$ cat src/rtl/frame_burst_controller.sv
// Purpose: sequences a frame generator through a programmed burst of frames with an inter-frame gap.
// Latency: o_start rises 1 cycle after the i_enable rising edge; the next o_start rises ipg+1 cycles after the EOF beat.
// Backpressure: none; waits on the generator's SOF/EOF beats and aborts with a sticky error after TIMEOUT_CYCLES.
module frame_burst_controller #(
    parameter int DATA_WIDTH     = 64,
    parameter int CTRL_WIDTH     = DATA_WIDTH / 8,
    parameter int TIMEOUT_CYCLES = 4096
) (
    input  logic                  clk,
    input  logic                  i_rst,
    input  logic                  i_enable,
    input  logic [15:0]           i_num_frames,
    input  logic [7:0]            i_ipg_cycles,
    input  logic                  i_inject_en,
    input  logic [15:0]           i_inject_frame,
    input  logic [7:0]            i_inject_code,
    input  logic [DATA_WIDTH-1:0] i_tx_data,
    input  logic [CTRL_WIDTH-1:0] i_tx_ctrl,
    output logic                  o_start,
    output logic [7:0]            o_interrupt,
    output logic                  o_busy,
    output logic                  o_done,
    output logic [15:0]           o_frame_count,
    output logic                  o_timeout_err
);

    localparam int TW = $clog2(TIMEOUT_CYCLES + 1);

    typedef enum logic [2:0] {
        S_IDLE,
        S_START,
        S_WAIT_SOF,
        S_WAIT_EOF,
        S_GAP,
        S_DONE
    } state_t;

    state_t        state;
    state_t        state_n;
    logic          enable_q;
    logic [15:0]   num_q;
    logic [7:0]    ipg_q;
    logic          inj_en_q;
    logic [15:0]   inj_frame_q;
    logic [7:0]    inj_code_q;
    logic [7:0]    gap_cnt;
    logic [TW-1:0] to_cnt;

    logic          sof_beat;
    logic          eof_beat;
    logic          enable_rise;
    logic [15:0]   count_inc;
    logic          inj_match;
    logic          to_hit;
    logic          stop_now;
    logic          stop_gap;
    logic          burst_go;
    logic          frame_done;
    logic [7:0]    int_n;

    // Frame boundary detection: SOF only in lane 0, EOF in any control lane.
    always_comb begin
        sof_beat = i_tx_ctrl[0] && (i_tx_data[7:0] == 8'hFB);
        eof_beat = 1'b0;
        for (int i = 0; i < CTRL_WIDTH; i++) begin
            if (i_tx_ctrl[i] && (i_tx_data[8*i +: 8] == 8'hFD)) begin
                eof_beat = 1'b1;
            end
        end
    end

    // Shared helper terms: edge detect, saturating count, injection match, timeout and stop decisions.
    always_comb begin
        enable_rise = i_enable && !enable_q;
        count_inc   = (o_frame_count == 16'hFFFF) ? o_frame_count : o_frame_count + 16'd1;
        inj_match   = inj_en_q && (o_frame_count == inj_frame_q);
        to_hit      = (to_cnt == TW'(TIMEOUT_CYCLES - 1)) &&
                      (((state == S_WAIT_SOF) && !sof_beat) ||
                       ((state == S_WAIT_EOF) && !eof_beat));
        // With no gap the burst-end decision is taken on the EOF beat itself, using the count it produces.
        stop_now    = ((num_q != 16'd0) && (count_inc == num_q)) || !i_enable;
        stop_gap    = ((num_q != 16'd0) && (o_frame_count == num_q)) || !i_enable;
    end

    // Next-state logic and Moore outputs.
    always_comb begin
        state_n    = state;
        burst_go   = 1'b0;
        frame_done = 1'b0;
        o_start    = (state == S_START) || (state == S_WAIT_SOF);
        o_busy     = (state != S_IDLE) && (state != S_DONE);
        case (state)
            S_IDLE, S_DONE: begin
                if (enable_rise) begin
                    burst_go = 1'b1;
                    state_n  = S_START;
                end
            end
            S_START: begin
                state_n = S_WAIT_SOF;
            end
            S_WAIT_SOF: begin
                if (sof_beat && eof_beat) begin
                    frame_done = 1'b1;
                    if (ipg_q != 8'd0) state_n = S_GAP;
                    else               state_n = stop_now ? S_DONE : S_START;
                end else if (sof_beat) begin
                    state_n = S_WAIT_EOF;
                end else if (to_hit) begin
                    state_n = S_DONE;
                end
            end
            S_WAIT_EOF: begin
                if (eof_beat) begin
                    frame_done = 1'b1;
                    if (ipg_q != 8'd0) state_n = S_GAP;
                    else               state_n = stop_now ? S_DONE : S_START;
                end else if (to_hit) begin
                    state_n = S_DONE;
                end
            end
            S_GAP: begin
                if (gap_cnt == 8'd0) begin
                    state_n = stop_gap ? S_DONE : S_START;
                end
            end
            default: begin
                state_n = S_IDLE;
            end
        endcase
    end

    // Injection code is registered so it appears from the cycle after SOF through the cycle after EOF.
    always_comb begin
        int_n = 8'h00;
        if (!to_hit) begin
            if (((state == S_WAIT_SOF) && sof_beat && inj_match) ||
                ((state == S_WAIT_EOF) && inj_match)) begin
                int_n = inj_code_q;
            end
        end
    end

    // State register, burst configuration latch and status outputs.
    always_ff @(posedge clk) begin
        if (i_rst) begin
            state         <= S_IDLE;
            enable_q      <= 1'b0;
            num_q         <= 16'd0;
            ipg_q         <= 8'd0;
            inj_en_q      <= 1'b0;
            inj_frame_q   <= 16'd0;
            inj_code_q    <= 8'd0;
            o_frame_count <= 16'd0;
            o_timeout_err <= 1'b0;
            o_done        <= 1'b0;
            o_interrupt   <= 8'h00;
        end else begin
            state       <= state_n;
            enable_q    <= i_enable;
            o_done      <= (state_n == S_DONE) && (state != S_DONE);
            o_interrupt <= int_n;
            if (burst_go) begin
                num_q         <= i_num_frames;
                ipg_q         <= i_ipg_cycles;
                inj_en_q      <= i_inject_en;
                inj_frame_q   <= i_inject_frame;
                inj_code_q    <= i_inject_code;
                o_frame_count <= 16'd0;
                o_timeout_err <= 1'b0;
            end else begin
                if (frame_done) o_frame_count <= count_inc;
                if (to_hit)     o_timeout_err <= 1'b1;
            end
        end
    end

    // Gap and timeout counters; the timeout spans both wait states of one frame and clears elsewhere.
    always_ff @(posedge clk) begin
        if (i_rst) begin
            gap_cnt <= 8'd0;
            to_cnt  <= '0;
        end else begin
            if (frame_done && (ipg_q != 8'd0)) begin
                gap_cnt <= ipg_q - 8'd1;
            end else if ((state == S_GAP) && (gap_cnt != 8'd0)) begin
                gap_cnt <= gap_cnt - 8'd1;
            end
            if ((state == S_WAIT_SOF) || (state == S_WAIT_EOF)) begin
                to_cnt <= to_cnt + TW'(1);
            end else begin
                to_cnt <= '0;
            end
        end
    end

endmodule

$ cat config.mk
export PLATFORM = sky130hd
export DESIGN_NAME = frame_burst_controller
export DESIGN_NICKNAME = d
export VERILOG_FILES = /design/src/rtl/frame_burst_controller.sv
export SDC_FILE = /design/constraint.sdc
export NUM_CORES = 1
export LEC_CHECK = 0
export BUFFER_PORTS_ARGS = -buffer_cell sky130_fd_sc_hd__buf_2
export CAP_MARGIN = 20
export CELL_PAD_IN_SITES_DETAIL_PLACEMENT = 0
export CELL_PAD_IN_SITES_GLOBAL_PLACEMENT = 1
export CORE_MARGIN = 10
export CORE_UTILIZATION = 39
export CTS_BUF_LIST = sky130_fd_sc_hd__clkbuf_8
export DETAILED_ROUTE_END_ITERATION = 6
export PLACE_DENSITY = 0.86
export SLEW_MARGIN = 20
export SYNTH_ARGS = -nofsm -noshare
export SYNTH_HDL_FRONTEND = slang
export SYNTH_SLANG_ARGS = --single-unit
$ cat constraint.sdc
create_clock -name clk -period 3.69 [get_ports clk]
set_input_delay 0.1845 -clock clk [delete_from_list [all_inputs] [get_ports clk]]
set_output_delay 0.1845 -clock clk [all_outputs]
set_load 0.005 [all_outputs]
==> impl_metrics.py <==
metrics = {
    "global_route": {
        "antenna_found_initial": 0,
        "grt_pass1_wl_mm": 26.1,
        "overflow": 0,
        "grt_use_total_pct": 17.3,
        "grt_max_degree": 62,
        "first_global_vias": 4991,
    },
    "finish": {
        "area_delta_synth_final_pct": 20.4,
        "seq_area_um2": 2000,
        "finalNetCount": 950,
        "n_antenna_cell": 0,
        "final_cell_mix": "buf_2, nand2_1, dfxtp_1",
        "nFillCells": 1372,
        "final_common_cell": "buf_2",
        "fin_cells": 1004,
        "final_layout_size_suffix_gt1_share_pct": 24.8,
        "multi_input_area_um2": 3010,
    },
    "timing": {
        "rsz0062_at_grt": "false",
        "setup_tns_ns": 0,
        "max_freq_ghz": 0.321,
        "fin_ws_ns": 0.576,
        "worst_slew_pin_slew_ns": 0.645,
        "hold_viol_final": 0,
        "slew_headroom_pct": 57.0,
        "fin_crit_ns": 3.11,
        "min_period_over_period_pct": 84.4,
        "setup_viol": 0,
        "skew_ns": 0.0102,
        "drv_slew": 0,
    },
    "die": {
        "die_w_um": 137,
        "fp.dieH_um": 137,
        "die_area_um2": 18900,
        "num_rows": 42,
        "boundaryPins": 152,
        "start_util_pct": 40.1,
        "core_area_um2": 13400,
    },
    "clock_tree": {
        "cts_tree": "yes",
        "htree_levels": 3,
        "clock_sinks": 100,
        "clockBufferDepth": 2,
        "clk_latency_ns": 0.40,
        "clk_pin_slew_ns": 0.10,
        "root_buffer": "clkbuf_8",
        "cts_buffers": 9,
    },
    "power_and_ir_drop": {
        "p_int_mw": 1.60,
        "combPwrFrac_pct": 13.4,
        "p_switching_mw": 0.623,
        "leakagePower_nw": 2.62,
        "swShare_pct": 28.1,
        "seqPwrFrac_pct": 52.1,
        "powerDensity_nw_per_um2": 342,
        "ir_worst_vdd_mv": 0.175,
        "p_clk_share_pct": 34.5,
    },
    "placed_design": {
        "dp_cells": 980,
        "hpwl_mm": 12.5,
        "place_ws_ns": 0.414,
        "gp_congestion": 0.881,
        "port_buffers": 151,
    },
    "logic_synthesis": {
        "yosys.cell_types.count": 66,
        "synth_edf_count": 0,
        "syn_area_um2": 5380,
        "netlist_instances": 682,
        "synth_nets": 809,
        "synth.mux.area_fraction_pct": 2.26,
        "synth_flop_cell": "dfxtp_1",
        "syn_avg_cell_area_um2": 7.89,
        "synth-compound-area-share_pct": 12.5,
        "yosys_register_bits": 100,
        "ys_seq_area_share_pct": 37.2,
        "synthXorXnorAreaFrac_pct": 11.1,
        "ys_async_sr_fraction_pct": 0,
        "synth_top_family_by_area": "simple AND/OR/NAND/NOR gates",
        "synth-adder-area-share_pct": 0.698,
        "synthSimpleGateAreaFrac_pct": 29.4,
        "yosys_warnings": 0,
    },
    "critical_path": {
        "crit_path_end_kind": "flop",
        "critPathKind": "flop to flop",
        "reg2reg_slack_ns": 0.58,
        "startpoint_type": "flop",
        "arrival_ns": 3.38,
        "worstPathRequired_ns": 3.96,
        "crit_fanout": 7,
    },
    "drt": {
        "totalWireLength_mm": 16.7,
        "drc_errors": 0,
        "avgViaCountPerCell": 5.18,
        "drt_iter0_markers": 342,
        "vias": 5198,
        "wire_per_inst_um": 16.6,
        "detail_route.first_pass.iterations": 5,
        "antenna_left": 0,
    },
    "run": {
        "drv_cap": 0,
    },
    "outcome": {
        "status": "finished, final reports clean",
    },
    "hold_path": {
        "hold_class": "input port to flop",
    },
}
[path summary, 6_finish.rpt]
path	startpoint	to	depth (start not counted)
setup / recovery	state[1]	gap_cnt[6]	10
hold / removal	i_inject_code[0]	inj_code_q[0]	3
setup reg to reg	state[1]	gap_cnt[6]	10
hold reg to reg	inj_code_q[6]	o_interrupt[6]	2
[cells by family after synthesis]
| family | count (synthesis) |
|---|---|
| adders and majority gates | 3 |
| AOI/OAI and AO/OA | 115 |
| xor gates and xnor gates | 68 |
| and+or+nand+nor | 321 |
| DFF | 100 |
| buffers and inverters | 63 |
| muxes | 12 |
[worst max-delay path, cell delays in order, from the launching register on]
cell and delay (ns):
dfxtp_1 0.47, or2b_2 0.38, a211oi_2 0.28, nor2b_1 0.48
mux2i_1 0.27, ha_1 0.29, nand3_1 0.13, or3_1 0.35
nand3_1 0.10, o221ai_1 0.10, nor2b_1 0.14
[layer usage]
layer | vias to the layer above | share of wire, % | global-route usage, %
li1 | 2631 | - | -
met1 | 2341 | 45 | 22.6
met2 | 204 | 43 | 26.4
met3 | 22 | 9.9 | 4.37
met4 | 0 | 2.2 | 7.26
met5 | - | 0 | 0
[power groups by stage]
stage	logic [mW]	clock network (mW)	registers, mW
after floorplan	0.177	0	1.16
after global placement	0.291	0	1.18
after detailed placement	0.292	0	1.18
after CTS	0.300	0.777	1.15
after global routing	0.337	0.813	1.16
final	0.298	0.765	1.16
[through the flow]
stage          util, %  hold WS, ns  power [mW]  area [µm²]
2_1_floorplan        -        0.313        1.34        5380
3_3_place_gp      46.2        0.416        1.47        6190
3_5_place_dp      46.2        0.415        1.47        6190
4_1_cts           48.4     0.000200        2.23        6480
5_1_grt           48.4       0.0210        2.31        6480
6_report          48.4       0.0157        2.22        6480
[state kept, by name (all words and copies together) (netlist names), 3 cells and up]
name and cells:
to_cnt 13, o_interrupt 8, num_q 16, inj_frame_q 16, o_frame_count 16, ipg_q 8, state 3, gap_cnt 8
inj_code_q 8
[Yosys cell counts, drive strengths merged (5+ instances only)]
master	number	area, µm²
clkbuf	30	153
and4	5	46.3
nand4	27	199
buf	17	150
nor3	7	35.0
inv	15	56.3
a21o	5	38.8
o21ai	12	60.1
mux2i	11	110
nand3	25	138
xor2	37	324
a31oi	5	31.3
xnor2	31	272
o22ai	5	31.3
nand2b	6	37.5
nor2	56	210
dfxtp	100	2000
a21oi	69	345
nor2b	5	31.3
nor4	24	150
nand2	139	522
[layout make-up]
class / count / share of cell area [%]
inverter: 15 / 0.869
clock buffer: 10 / 2.12
clock inverter: 6 / 1.12
multi-input combinational: 519 / 46.5
sequential: 100 / 30.9
tap: 176 / 3.40
timing repair buffer: 178 / 15.1
[timing repair]
item / 4_1_cts / 5_1_grt
endpoints found under the hold margin: 8 / 0
hold buffers: 8 / 0
gates resized for setup: 0 / 0
setup buffers: 0 / 0
(Power assumes the default switching activity.)
